===== src/rtl/grf_pkg.sv =====
// Shared widths and the write-back entry layout used by the GRF write-port arbiter.
package grf_pkg;
   localparam int REG_W  = 5;
   localparam int DATA_W = 32;
   localparam logic [REG_W-1:0] ZERO_REG = 5'd0;

   typedef struct packed {
      logic [REG_W-1:0]  a3;
      logic [DATA_W-1:0] wd;
      logic [DATA_W-1:0] pc;
   } wb_entry_t;
endpackage


===== src/rtl/wb_fifo.sv =====
// Synchronous FIFO of pending multi-cycle results, drained into idle GRF write cycles.
module wb_fifo
   import grf_pkg::*;
#(
   parameter int DEPTH = 2
) (
   input  logic                   clk,
   input  logic                   reset,
   input  logic                   push,
   input  wb_entry_t              din,
   input  logic                   pop,
   output wb_entry_t              dout,
   output logic                   full,
   output logic                   empty,
   output logic [$clog2(DEPTH):0] cnt
);
   localparam int PTR_W = $clog2(DEPTH);

   wb_entry_t        mem [DEPTH];
   logic [PTR_W-1:0] rd_ptr;
   logic [PTR_W-1:0] wr_ptr;
   logic             do_push;
   logic             do_pop;

   assign full    = (cnt == DEPTH[PTR_W:0]);
   assign empty   = (cnt == '0);
   assign do_pop  = pop && !empty;
   // A pop in the same cycle frees the slot a full FIFO needs for the push.
   assign do_push = push && (!full || do_pop);
   assign dout    = mem[rd_ptr];

   always_ff @(posedge clk) begin
      if (do_push) mem[wr_ptr] <= din;
   end

   always_ff @(posedge clk or negedge reset) begin
      if (!reset) begin
         rd_ptr <= '0;
         wr_ptr <= '0;
         cnt    <= '0;
      end else begin
         if (do_push) wr_ptr <= wr_ptr + 1'b1;
         if (do_pop)  rd_ptr <= rd_ptr + 1'b1;
         case ({do_push, do_pop})
            2'b10:   cnt <= cnt + 1'b1;
            2'b01:   cnt <= cnt - 1'b1;
            default: cnt <= cnt;
         endcase
      end
   end
endmodule


===== src/rtl/grf_wport_arbiter.sv =====
// Shares the single GRF write port between W-stage writeback and buffered MD results,
// and keeps a pending-register scoreboard that stalls D on hazards with undrained results.
module grf_wport_arbiter
   import grf_pkg::*;
#(
   parameter int DEPTH = 2
) (
   input  logic                   clk,
   input  logic                   reset,
   input  logic                   w_en,
   input  logic [REG_W-1:0]       w_a3,
   input  logic [DATA_W-1:0]      w_wd,
   input  logic [DATA_W-1:0]      w_pc,
   input  logic                   md_req,
   input  logic [REG_W-1:0]       md_a3,
   input  logic [DATA_W-1:0]      md_wd,
   input  logic [DATA_W-1:0]      md_pc,
   output logic                   md_ack,
   input  logic                   sb_set,
   input  logic [REG_W-1:0]       sb_a3,
   input  logic [REG_W-1:0]       d_a1,
   input  logic [REG_W-1:0]       d_a2,
   input  logic [REG_W-1:0]       d_a3,
   output logic                   stall,
   output logic                   grf_en,
   output logic [REG_W-1:0]       grf_a3,
   output logic [DATA_W-1:0]      grf_wd,
   output logic [DATA_W-1:0]      grf_pc,
   output logic [31:0]            pending,
   output logic [$clog2(DEPTH):0] fifo_cnt
);
   wb_entry_t   head;
   wb_entry_t   md_entry;
   logic        full;
   logic        empty;
   logic        w_own;
   logic        pop;
   logic        push;
   logic [31:0] pending_q;
   logic [31:0] pending_d;

   assign w_own    = w_en && (w_a3 != ZERO_REG);
   assign pop      = !w_own && !empty;
   assign md_ack   = reset && md_req && (!full || pop);
   // $0 results are acknowledged but never occupy a slot or a write cycle.
   assign push     = md_ack && (md_a3 != ZERO_REG);
   assign md_entry = '{a3: md_a3, wd: md_wd, pc: md_pc};

   wb_fifo #(.DEPTH(DEPTH)) u_fifo (
      .clk   (clk),
      .reset (reset),
      .push  (push),
      .din   (md_entry),
      .pop   (pop),
      .dout  (head),
      .full  (full),
      .empty (empty),
      .cnt   (fifo_cnt)
   );

   always_comb begin
      grf_en = w_en;
      grf_a3 = w_a3;
      grf_wd = w_wd;
      grf_pc = w_pc;
      if (pop) begin
         grf_en = 1'b1;
         grf_a3 = head.a3;
         grf_wd = head.wd;
         grf_pc = head.pc;
      end
   end

   // A reservation made in the same cycle as a drain to that register wins.
   always_comb begin
      pending_d = pending_q;
      if (pop) pending_d[head.a3] = 1'b0;
      if (sb_set && (sb_a3 != ZERO_REG)) pending_d[sb_a3] = 1'b1;
      pending_d[0] = 1'b0;
   end

   always_ff @(posedge clk or negedge reset) begin
      if (!reset) pending_q <= '0;
      else        pending_q <= pending_d;
   end

   assign pending = {pending_q[31:1], 1'b0};
   assign stall   = pending[d_a1] | pending[d_a2] | pending[d_a3];
endmodule


===== config.mk =====
export PLATFORM = sky130hd
export DESIGN_NAME = grf_wport_arbiter
export DESIGN_NICKNAME = d
export VERILOG_FILES = /design/src/rtl/grf_pkg.sv /design/src/rtl/wb_fifo.sv /design/src/rtl/grf_wport_arbiter.sv
export SDC_FILE = /design/constraint.sdc
export NUM_CORES = 1
export LEC_CHECK = 0
export ABC_AREA = 1
export CAP_MARGIN = 5
export CORE_UTILIZATION = 43
export DETAILED_ROUTE_END_ITERATION = 8
export PLACE_DENSITY = 0.76
export SETUP_SLACK_MARGIN = 0.3
export SLEW_MARGIN = 20
export SYNTH_ARGS = -nofsm -noshare
export SYNTH_HDL_FRONTEND = slang
export SYNTH_HIERARCHICAL = 1
export SYNTH_SLANG_ARGS = --single-unit

===== constraint.sdc =====
create_clock -name clk -period 5.12 [get_ports clk]
set_input_delay 1.024 -clock clk [delete_from_list [all_inputs] [get_ports clk]]
set_output_delay 1.024 -clock clk [all_outputs]
set_load 0.05 [all_outputs]

[Yosys cells after proc, flatten, opt, wreduce, memory -nomap -nowiden]
Memories as Yosys holds them, arrays and structs flattened.
Index checks and enable logic that the tools add are counted.
Cells by class
  add/sub/neg operators: 4
  multipliers: 0
  divide/modulo/power cells: 0
  magnitude comparators: 7
  equality and inequality tests: 3
  shift operators: 0
  multiplexer cells: 19
  bitwise logic cells: 5
  reductions and logical operators: 20
Operators with widths (count)
  32-bit two-way mux: 4
  32-bit bitwise AND: 1
  32-bit NOT: 1
  32-bit OR: 1
  5-bit by 6-bit less-than comparator with 1-bit output (second input constant): 5
  1-bit binary-select mux with 5-bit select: 3
  5-bit nonzero test: 3
  1-bit demux with 5-bit select: 2
  5-bit by 1-bit >= comparator with 1-bit output (second input constant): 2
  1-bit logical AND: 10
  1-bit two-way mux: 8
  5-bit two-way mux: 1
  2-bit == test (second input constant): 2
  2-bit case mux with 2 select lines: 1
  1-bit logical NOT: 3
  1-bit adder (second input constant): 2
  2-bit by 1-bit adder with 2-bit output (second input constant): 1
  2-bit by 1-bit == test with 1-bit output (second input constant): 1
  2-bit logical NOT: 1
  1-bit logical OR: 2
  1-bit OR: 2
  2-bit nonzero test: 1
  2-bit by 1-bit subtractor with 2-bit output (second input constant): 1
Word-level totals
  register bits: 35
  bits in latches: 0
  RAM bits: 138
  bits in read-only memories: 0
  input bits: 163
  output and inout port bits: 106
  word-level logic and storage cells: 63
  memories: 1
Memory list
  u_fifo.mem: depth 2, bits a word 69, read ports 1, clocked after memory_dff 0, write ports 1, RTL line wb_fifo.sv:19  | wb_entry_t mem [DEPTH];

[Depth between registers and ports, before layout]
Gate-level depths: netlist of run 1.
  depth after elaboration: 10
  mapped depth: 15
  depth with buffers taken out: 14

[By module]
The synthesis of run 1 kept the hierarchy.
Modules (own cells, without submodules)
  wb_fifo: times used 1, cells each 390, area an instance 5238.8 um2, sequential area each 4244.1 um2
  grf_wport_arbiter: times used 1, cells each 628, area an instance 3298.2 um2, sequential area each 775.7 um2

[Worst setup path before layout of run 1]
OpenSTA, ideal clock, no wires.
  path type: input -> register
  from: input w_a3[1]
  to: memory u_fifo/mem[0][0] (netlist name) (enable)
  setup time: 497 ps
  arrival: 5049 ps
  required time: 4623 ps
  path slack: -426 ps
  stages on the path: 10
  buffers on the path: 1
  path through: nor2_1 -> nand3_1 -> nand2_1 -> inv_2 -> nor2_4 -> buf_4 -> nor2_1 -> nor4_1 -> o21ai_2 -> nor2_1
On the way
  word-level cells in the longest chain between the ends: 10
  elaborated cells on any way between the ends: 12
  classes of those cells: 2 x mux; 10 x reduce/logical
Ends and longest elaborated chain
  start: declaration: RTL line grf_wport_arbiter.sv:11  | input logic [REG_W-1:0] w_a3,
  5-bit nonzero test: RTL line grf_wport_arbiter.sv:42  | assign w_own = w_en && (w_a3 != ZERO_REG);
  1-bit logical AND: RTL line grf_wport_arbiter.sv:42
  1-bit logical NOT: RTL line grf_wport_arbiter.sv:43  | assign pop = !w_own && !empty;
  1-bit logical AND: RTL line grf_wport_arbiter.sv:43
  1-bit logical OR: RTL line grf_wport_arbiter.sv:44  | assign md_ack = reset && md_req && (!full || pop);
  1-bit logical AND: RTL line grf_wport_arbiter.sv:44
  1-bit logical AND: RTL line grf_wport_arbiter.sv:46  | assign push = md_ack && (md_a3 != ZERO_REG);
  named net push: RTL line grf_wport_arbiter.sv:38  | logic push;
  1-bit logical AND: RTL line wb_fifo.sv:29  | assign do_push = push && (!full || do_pop);
  1-bit two-way mux: RTL line wb_fifo.sv:33  | if (do_push) mem[wr_ptr] <= din;
  1-bit two-way mux (implied by the code): RTL line wb_fifo.sv:33
  end: declaration: RTL line wb_fifo.sv:19
The timed path passes the listed nets, and every way through them passes these cells.

[Final worst setup path of run 1]
  from: input d_a1[1]
  to: output stall
On the way
  word-level cells in the longest chain between the ends: 4
Ends and longest elaborated chain
  start: declaration: RTL line grf_wport_arbiter.sv:21  | input logic [REG_W-1:0] d_a1,
  1-bit binary-select mux with 5-bit select: RTL line grf_wport_arbiter.sv:88  | assign stall = pending[d_a1] | pending[d_a2] | pending[d_a3];
  1-bit two-way mux (implied by the code): RTL line grf_wport_arbiter.sv:88
  1-bit OR (2 in a row): RTL line grf_wport_arbiter.sv:88
  end: declaration: RTL line grf_wport_arbiter.sv:24  | output logic stall,
Every way passes these cells. The select of a mux whose other input is x is not followed.

==> impl_metrics.toml, run 1 <==
[status]
status = "finished clean"

[placed_design]
pre_cts_slack_ps = 825
port_buffers = 267
place_hpwl_um = 17800
gp_congestion = 0.987

[routing]
avgViaCountPerCell = 5.03
drcViolationCount = 0
firstDrtPassIters = 5
postRouteAntennaNets = 0
vias = 7807
routed_wl_um = 24600
drt_iter0_drc = 540
wl_per_cell_um = 15.8

[synthesis]
synthMuxAreaShare_pct = 0
yosysTopAreaCellShare_pct = 48.5
ys_ff_latch = 173
synth_top_area_cell = "edfxtp_1"
synth_cell_types = 25
ys_seq_area_share_pct = 58.8
synth_fp_nets = 1181
synth_fa_ha_area_share_pct = 0
synth_compound_area_share_pct = 4.09
synth_area_leaders = "edfxtp_1 49%, nand2_1 24%, dfrtp_1 10%"
post_synth_and_or_nand_nor_area_fraction_pct = 31.3
syn_inst = 1018
yosys_warnings = 6
avgSynthCellArea_um2 = 8.39
synth_top_family_by_area = "simple AND/OR/NAND/NOR gates"
synth-xor-area-share_pct = 0.308
syn-cell-area_mm2 = 0.00854

[critical_path]
slowest_stage = "clkdlybuf4s50_1"
cp-end-kind = "output port"
start_kind = "input port"
cp_max_fo = 9
crit_buf_inv = 3
required_ps = 4100
cp_slowest_stage_delay_ps = 810
crit_family = "buffers and inverters"
crit_top_cell = "nand3_1"
critPathKind = "in -> out"
crit_arrival_ps = 3290
crit_chain = "clkdlybuf4s50_1, inv_1, nand3_1, nand3_1, nand2_1, nand2_1, nand3_1, nand2_1, nand3_1, clkdlybuf4s50_1"

[hold_path]
hp-class = "reg -> reg"

[floorplanning]
dieWidth_um = 143
fp-row-count = 51
die_area_mm2 = 0.0204
initial_core_util_pct = 43.9
ios = 269
die_h_um = 143
fp.coreArea_mm2 = 0.0195

[power]
irDropWorstVdd_v = 0.000344
fin_total_pwr_mw = 6.90
p_leak_nw = 5.28
power_density_mw_per_mm2 = 580

[sta]
max_slew_margin_pct = 49.5
rsz0062_at_grt = "no"
setup_viol = 0
timing.final.hold_violations = 0
worst_slew_pin_slew_ps = 757
report.final.slew_viol_count = 0
fin_crit_ps = 4320
fin_ws_ps = 803
fin_crit_sh_pct = 84.3
fmax_mhz = 232
finalClockSkew_ps = 11.1
timing.hold.ws_ps = 540

[clock_tree]
postCtsSetupRepairBufs = 0
cts_root_buffer = "clkbuf_16"
cts_sinks = 173
cts_htree_levels = 4
clk_latency_ps = 420
cts_tree = "built"
ctsHoldBuffers = 0
clock_path_buffers = 2
ctsResizeCount = 0
cts_buffers = 17
path_clk_slew_ps = 60

[finish]
layout.nets = 1436
fillers = 1642
drive_gt1_share_pct = 9.56
syn_to_final_growth_pct = 39.5

[job]
cap_violations = 0

[global_route]
grt_pass1_wl_um = 38400
grt_max_degree = 70
grt_util_all_layers_pct = 24.8
antenna_found_initial = 2
grt-ovfl-total = 0
grt_pass1_vias = 7352
==> worst register-to-register path: stages, from the launching register on <==
cell and delay [ps]:
dfrtp_1 410, inv_1 80, nand2_2 90, inv_1 90, nor2_4 350, nor2_1 100
nor4_1 440, o21ai_2 220, nor2_4 140, buf_4 450
==> where the power goes <==
group,switching (mW),internal [mW],total (mW)
clock,0.547,0.726,1.27
sequential,0.306,1.82,2.13
combinational,2.45,1.05,3.50
==> cell usage after synthesis <==
cell type,instances
o211ai_1,1
dfrtp_1,35
a211oi_4,1
nor4_1,1
nor2_1,24
edfxtp_1,138
buf_2,23
clkbuf_1,9
nand3_2,1
nand2_1,539
xor2_1,3
inv_1,59
buf_4,11
nor3_1,4
nor2_4,1
o21ai_1,5
inv_2,4
a31oi_1,2
o21ai_2,1
nand3_1,95
nand3b_1,1
nor3b_1,1
nand2_2,3
o21ai_0,55
conb_1,1
==> final cells by class <==
class / count / area, µm² / share of cell area (%)
Multi-Input combinational cell: 739 / 3060 / 25.7
Tap cell: 265 / 332 / 2.78
Clock inverter: 15 / 156 / 1.31
Sequential cell: 173 / 5020 / 42.2
Clock buffer: 17 / 425 / 3.57
Antenna cell: 2 / 5.00 / 0.0420
Timing Repair Buffer: 279 / 2670 / 22.4
Inverter: 63 / 236 / 1.99
==> path summary, 6_finish.rpt <==
check	start	endpoint	slack, ps	depth (start not counted)
worst min-delay path	u_fifo/cnt[0]	u_fifo/cnt[0]	540	1
min in group asynchronous	reset	pending_q[3]	1120	2
worst max-delay path	d_a1[1]	stall	800	10
worst max register to register	u_fifo/cnt[1]	u_fifo/mem[0][0]	2370	9
max in group asynchronous	reset	u_fifo/rd_ptr	3670	2
worst min register to register	u_fifo/cnt[0]	u_fifo/cnt[0]	540	1
==> registers in the layout, summed over array words and instances (netlist names) <==
name / cells
u_fifo/mem: 138
u_fifo/wr_ptr: 1
u_fifo/rd_ptr: 1
pending_q: 31
u_fifo/cnt: 2
==> per-layer routing <==
metal / vias to the layer above / share of wire, % / track usage, %
li1: 3802 / - / -
met1: 3654 / 40 / 30.5
met2: 319 / 51 / 43.2
met3: 32 / 7.3 / 6.14
met4: 0 / 1.8 / 7.13
met5: - / 0 / 0
==> placed cells by master, fill, tap and decap left out, types with 4 or more instances in the layout <==
cell type / count
dfrtp_1: 34
buf_12: 6
o21ai_1: 5
nand2_1: 539
buf_4: 74
o21ai_0: 55
nor2_1: 22
inv_2: 4
nand3_1: 95
nor3_1: 4
inv_6: 6
edfxtp_1: 138
inv_1: 59
clkdlybuf4s50_1: 199
clkbuf_16: 17
==> cells by family after synthesis <==
family                    count (synthesis)
AOI/OAI and AO/OA                        65
xor gates and xnor gates                  3
buffers and inverters                   106
DFF                                     173
other                                     1
and+or+nand+nor                         670
==> through the flow <==
| stage | area, µm² | TNS [ps] | instances | util [%] |
|---|---|---|---|---|
| 5_1_grt | 11900 | 0 | 1551 | 61.2 |
| 3_3_place_gp | 11300 | 0 | 1519 | 58.2 |
| 2_1_floorplan | 8540 | -58800 | 1018 | - |
| 6_report | 11900 | 0 | 1553 | 61.2 |
| 3_5_place_dp | 11300 | 0 | 1519 | 58.2 |
| 4_1_cts | 11900 | 0 | 1551 | 61.2 |
Power figures use the tool's default switching activity.
==> run 2, diff against run 1 <==
--- a/config.mk
+++ b/config.mk
@@ -7,9 +7,9 @@
 export LEC_CHECK = 0
 export ABC_AREA = 1
 export CAP_MARGIN = 5
-export CORE_UTILIZATION = 43
+export CORE_UTILIZATION = 47
 export DETAILED_ROUTE_END_ITERATION = 8
-export PLACE_DENSITY = 0.76
+export PLACE_DENSITY = 0.79
 export SETUP_SLACK_MARGIN = 0.3
 export SLEW_MARGIN = 20
 export SYNTH_ARGS = -nofsm -noshare
==> constraint.sdc (replaced) <==
create_clock -name clk -period 4.4 [get_ports clk]
set_input_delay 0.88 -clock clk [delete_from_list [all_inputs] [get_ports clk]]
set_output_delay 0.88 -clock clk [all_outputs]
set_load 0.05 [all_outputs]
==> impl_metrics.toml, run 2 (same netlist as run 1, synthesis figures left out) <==
[status]
status = "finished clean"

[power]
fin_total_pwr_mw = 7.93
p_leak_nw = 5.29
power_density_mw_per_mm2 = 669
irDropWorstVdd_v = 0.000529

[sta]
fin_crit_ps = 3560
setup_tns_ps = 0
timing.final.hold_violations = 0
fmax_mhz = 281
report.final.slew_viol_count = 0
fin_crit_sh_pct = 80.9
worst_slew_pin_slew_ps = 748
rsz0062_at_grt = "no"
finalClockSkew_ps = 7.95
setup_viol = 0
max_slew_margin_pct = 50.1
fin_ws_ps = 839

[global_route]
grt_pass1_vias = 7349
grt_util_all_layers_pct = 25.9
grt-ovfl-total = 0
grt_max_degree = 70
antenna_found_initial = 0
grt_pass1_wl_um = 36700

[clock_tree]
cts_htree_levels = 4
cts_tree = "built"
ctsHoldBuffers = 0
postCtsSetupRepairBufs = 0
clock_path_buffers = 2
clk_latency_ps = 420
cts_sinks = 173
path_clk_slew_ps = 60
cts_root_buffer = "clkbuf_16"
cts_buffers = 17
ctsResizeCount = 0

[placed_design]
place_hpwl_um = 17300
port_buffers = 267
pre_cts_slack_ps = 872
gp_congestion = 0.908

[critical_path]
reg2regPathDepth = 9
crit_arrival_ps = 2680
start_kind = "input port"
critPathKind = "in -> out"
cp-end-kind = "output port"
required_ps = 3520
cp_max_fo = 17

[finish]
layout.nets = 1439
layout_commonest_cell = "nand2_1"
layout_common_cells = "539 x nand2_1, 196 x clkdlybuf4s50_1, 138 x edfxtp_1, 95 x nand3_1, 80 x buf_4"
reg_top3 = "u_fifo/mem: 138 flops, pending_q: 31 flops, u_fifo/cnt: 2 flops"
largest_reg_flops = 138
antenna_cells = 0
drive_gt1_share_pct = 9.78
syn_to_final_growth_pct = 38.7
regMostFlops = "u_fifo/mem"

[floorplanning]
ios = 269
die_area_mm2 = 0.0187
fp-row-count = 48
initial_core_util_pct = 48.7
dieWidth_um = 137
fp.coreArea_mm2 = 0.0175
die_h_um = 137

[routing]
firstDrtPassIters = 6
postRouteAntennaNets = 0
routed_wl_um = 23400
vias = 7730
wl_per_cell_um = 15.5
drcViolationCount = 0
drt_iter0_drc = 455
avgViaCountPerCell = 5.11

[hold_path]
hold_depth = 1
hp-class = "reg -> reg"

[job]
cap_violations = 0
==> run 2: cell count changes in the layout (fill, tap and decap cells not counted) <==
| cell | before | now |
|---|---|---|
| clkinv_4 | 1 | 3 |
| clkbuf_1 | 0 | 3 |
| clkinv_2 | 1 | 3 |
| inv_6 | 6 | 1 |
| clkdlybuf4s50_1 | 199 | 196 |
| clkinvlp_4 | 1 | 0 |
| inv_8 | 1 | 0 |
| buf_4 | 74 | 80 |
| diode_2 | 2 | 0 |
==> run 2: worst paths after layout <==
check	from	endpoint	slack, ps
max in group asynchronous	reset	u_fifo/rd_ptr	3100
setup / recovery	d_a2[0]	stall	840
min in group asynchronous	reset	pending_q[3]	950
hold reg to reg	u_fifo/cnt[0]	u_fifo/cnt[0]	560
hold / removal	u_fifo/cnt[0]	u_fifo/cnt[0]	560
setup reg to reg	u_fifo/cnt[1]	u_fifo/mem[0][15]	1890
==> run 2: area by class of cell <==
cell class	count	area, µm²
Clock buffer	20	437
Clock inverter	12	121
Fill cell	1395	5690
Inverter	63	236
Multi-Input combinational cell	739	3060
Sequential cell	173	5020
Tap cell	225	282
Timing Repair Buffer	282	2680
==> run 2: worst max-delay path, stage by stage <==
cell and delay (ps):
clkdlybuf4s50_1 420, buf_4 200, inv_1 340, nand2_1 90, nand3_1 100, nand3_1 100, nand2_1 90, nand2_1 50
nand3_1 70, nand2_1 50, nand3_1 90, buf_4 200
==> run 2: stage by stage <==
| step | hold WS [ps] | cells | area [µm²] | utilization [%] |
|---|---|---|---|---|
| 5_1_grt | 566 | 1514 | 11800 | 67.5 |
| 3_3_place_gp | 522 | 1482 | 11300 | 64.4 |
| 6_report | 557 | 1514 | 11800 | 67.5 |
| 2_1_floorplan | 563 | 1018 | 8540 | - |
| 3_5_place_dp | 540 | 1482 | 11300 | 64.4 |
| 4_1_cts | 558 | 1514 | 11800 | 67.5 |
==> run 2: power breakdown <==
group / internal, mW / leakage [nW] / switching (mW) / total, mW
Clock: 0.831 / 0.275 / 0.595 / 1.43
Combinational: 1.23 / 3.34 / 2.87 / 4.10
Sequential: 2.12 / 1.68 / 0.274 / 2.40
Total: 4.18 / 5.29 / 3.74 / 7.93
==> run 2: metal layers <==
metal  up-vias  track usage (%)  part of all wire (%)
li1       3804                -                     -
met1      3598             30.8                    40
met2       299             46.1                    51
met3        29             6.15                   6.7
met4         0             8.24                   1.8
met5         -                0                     0
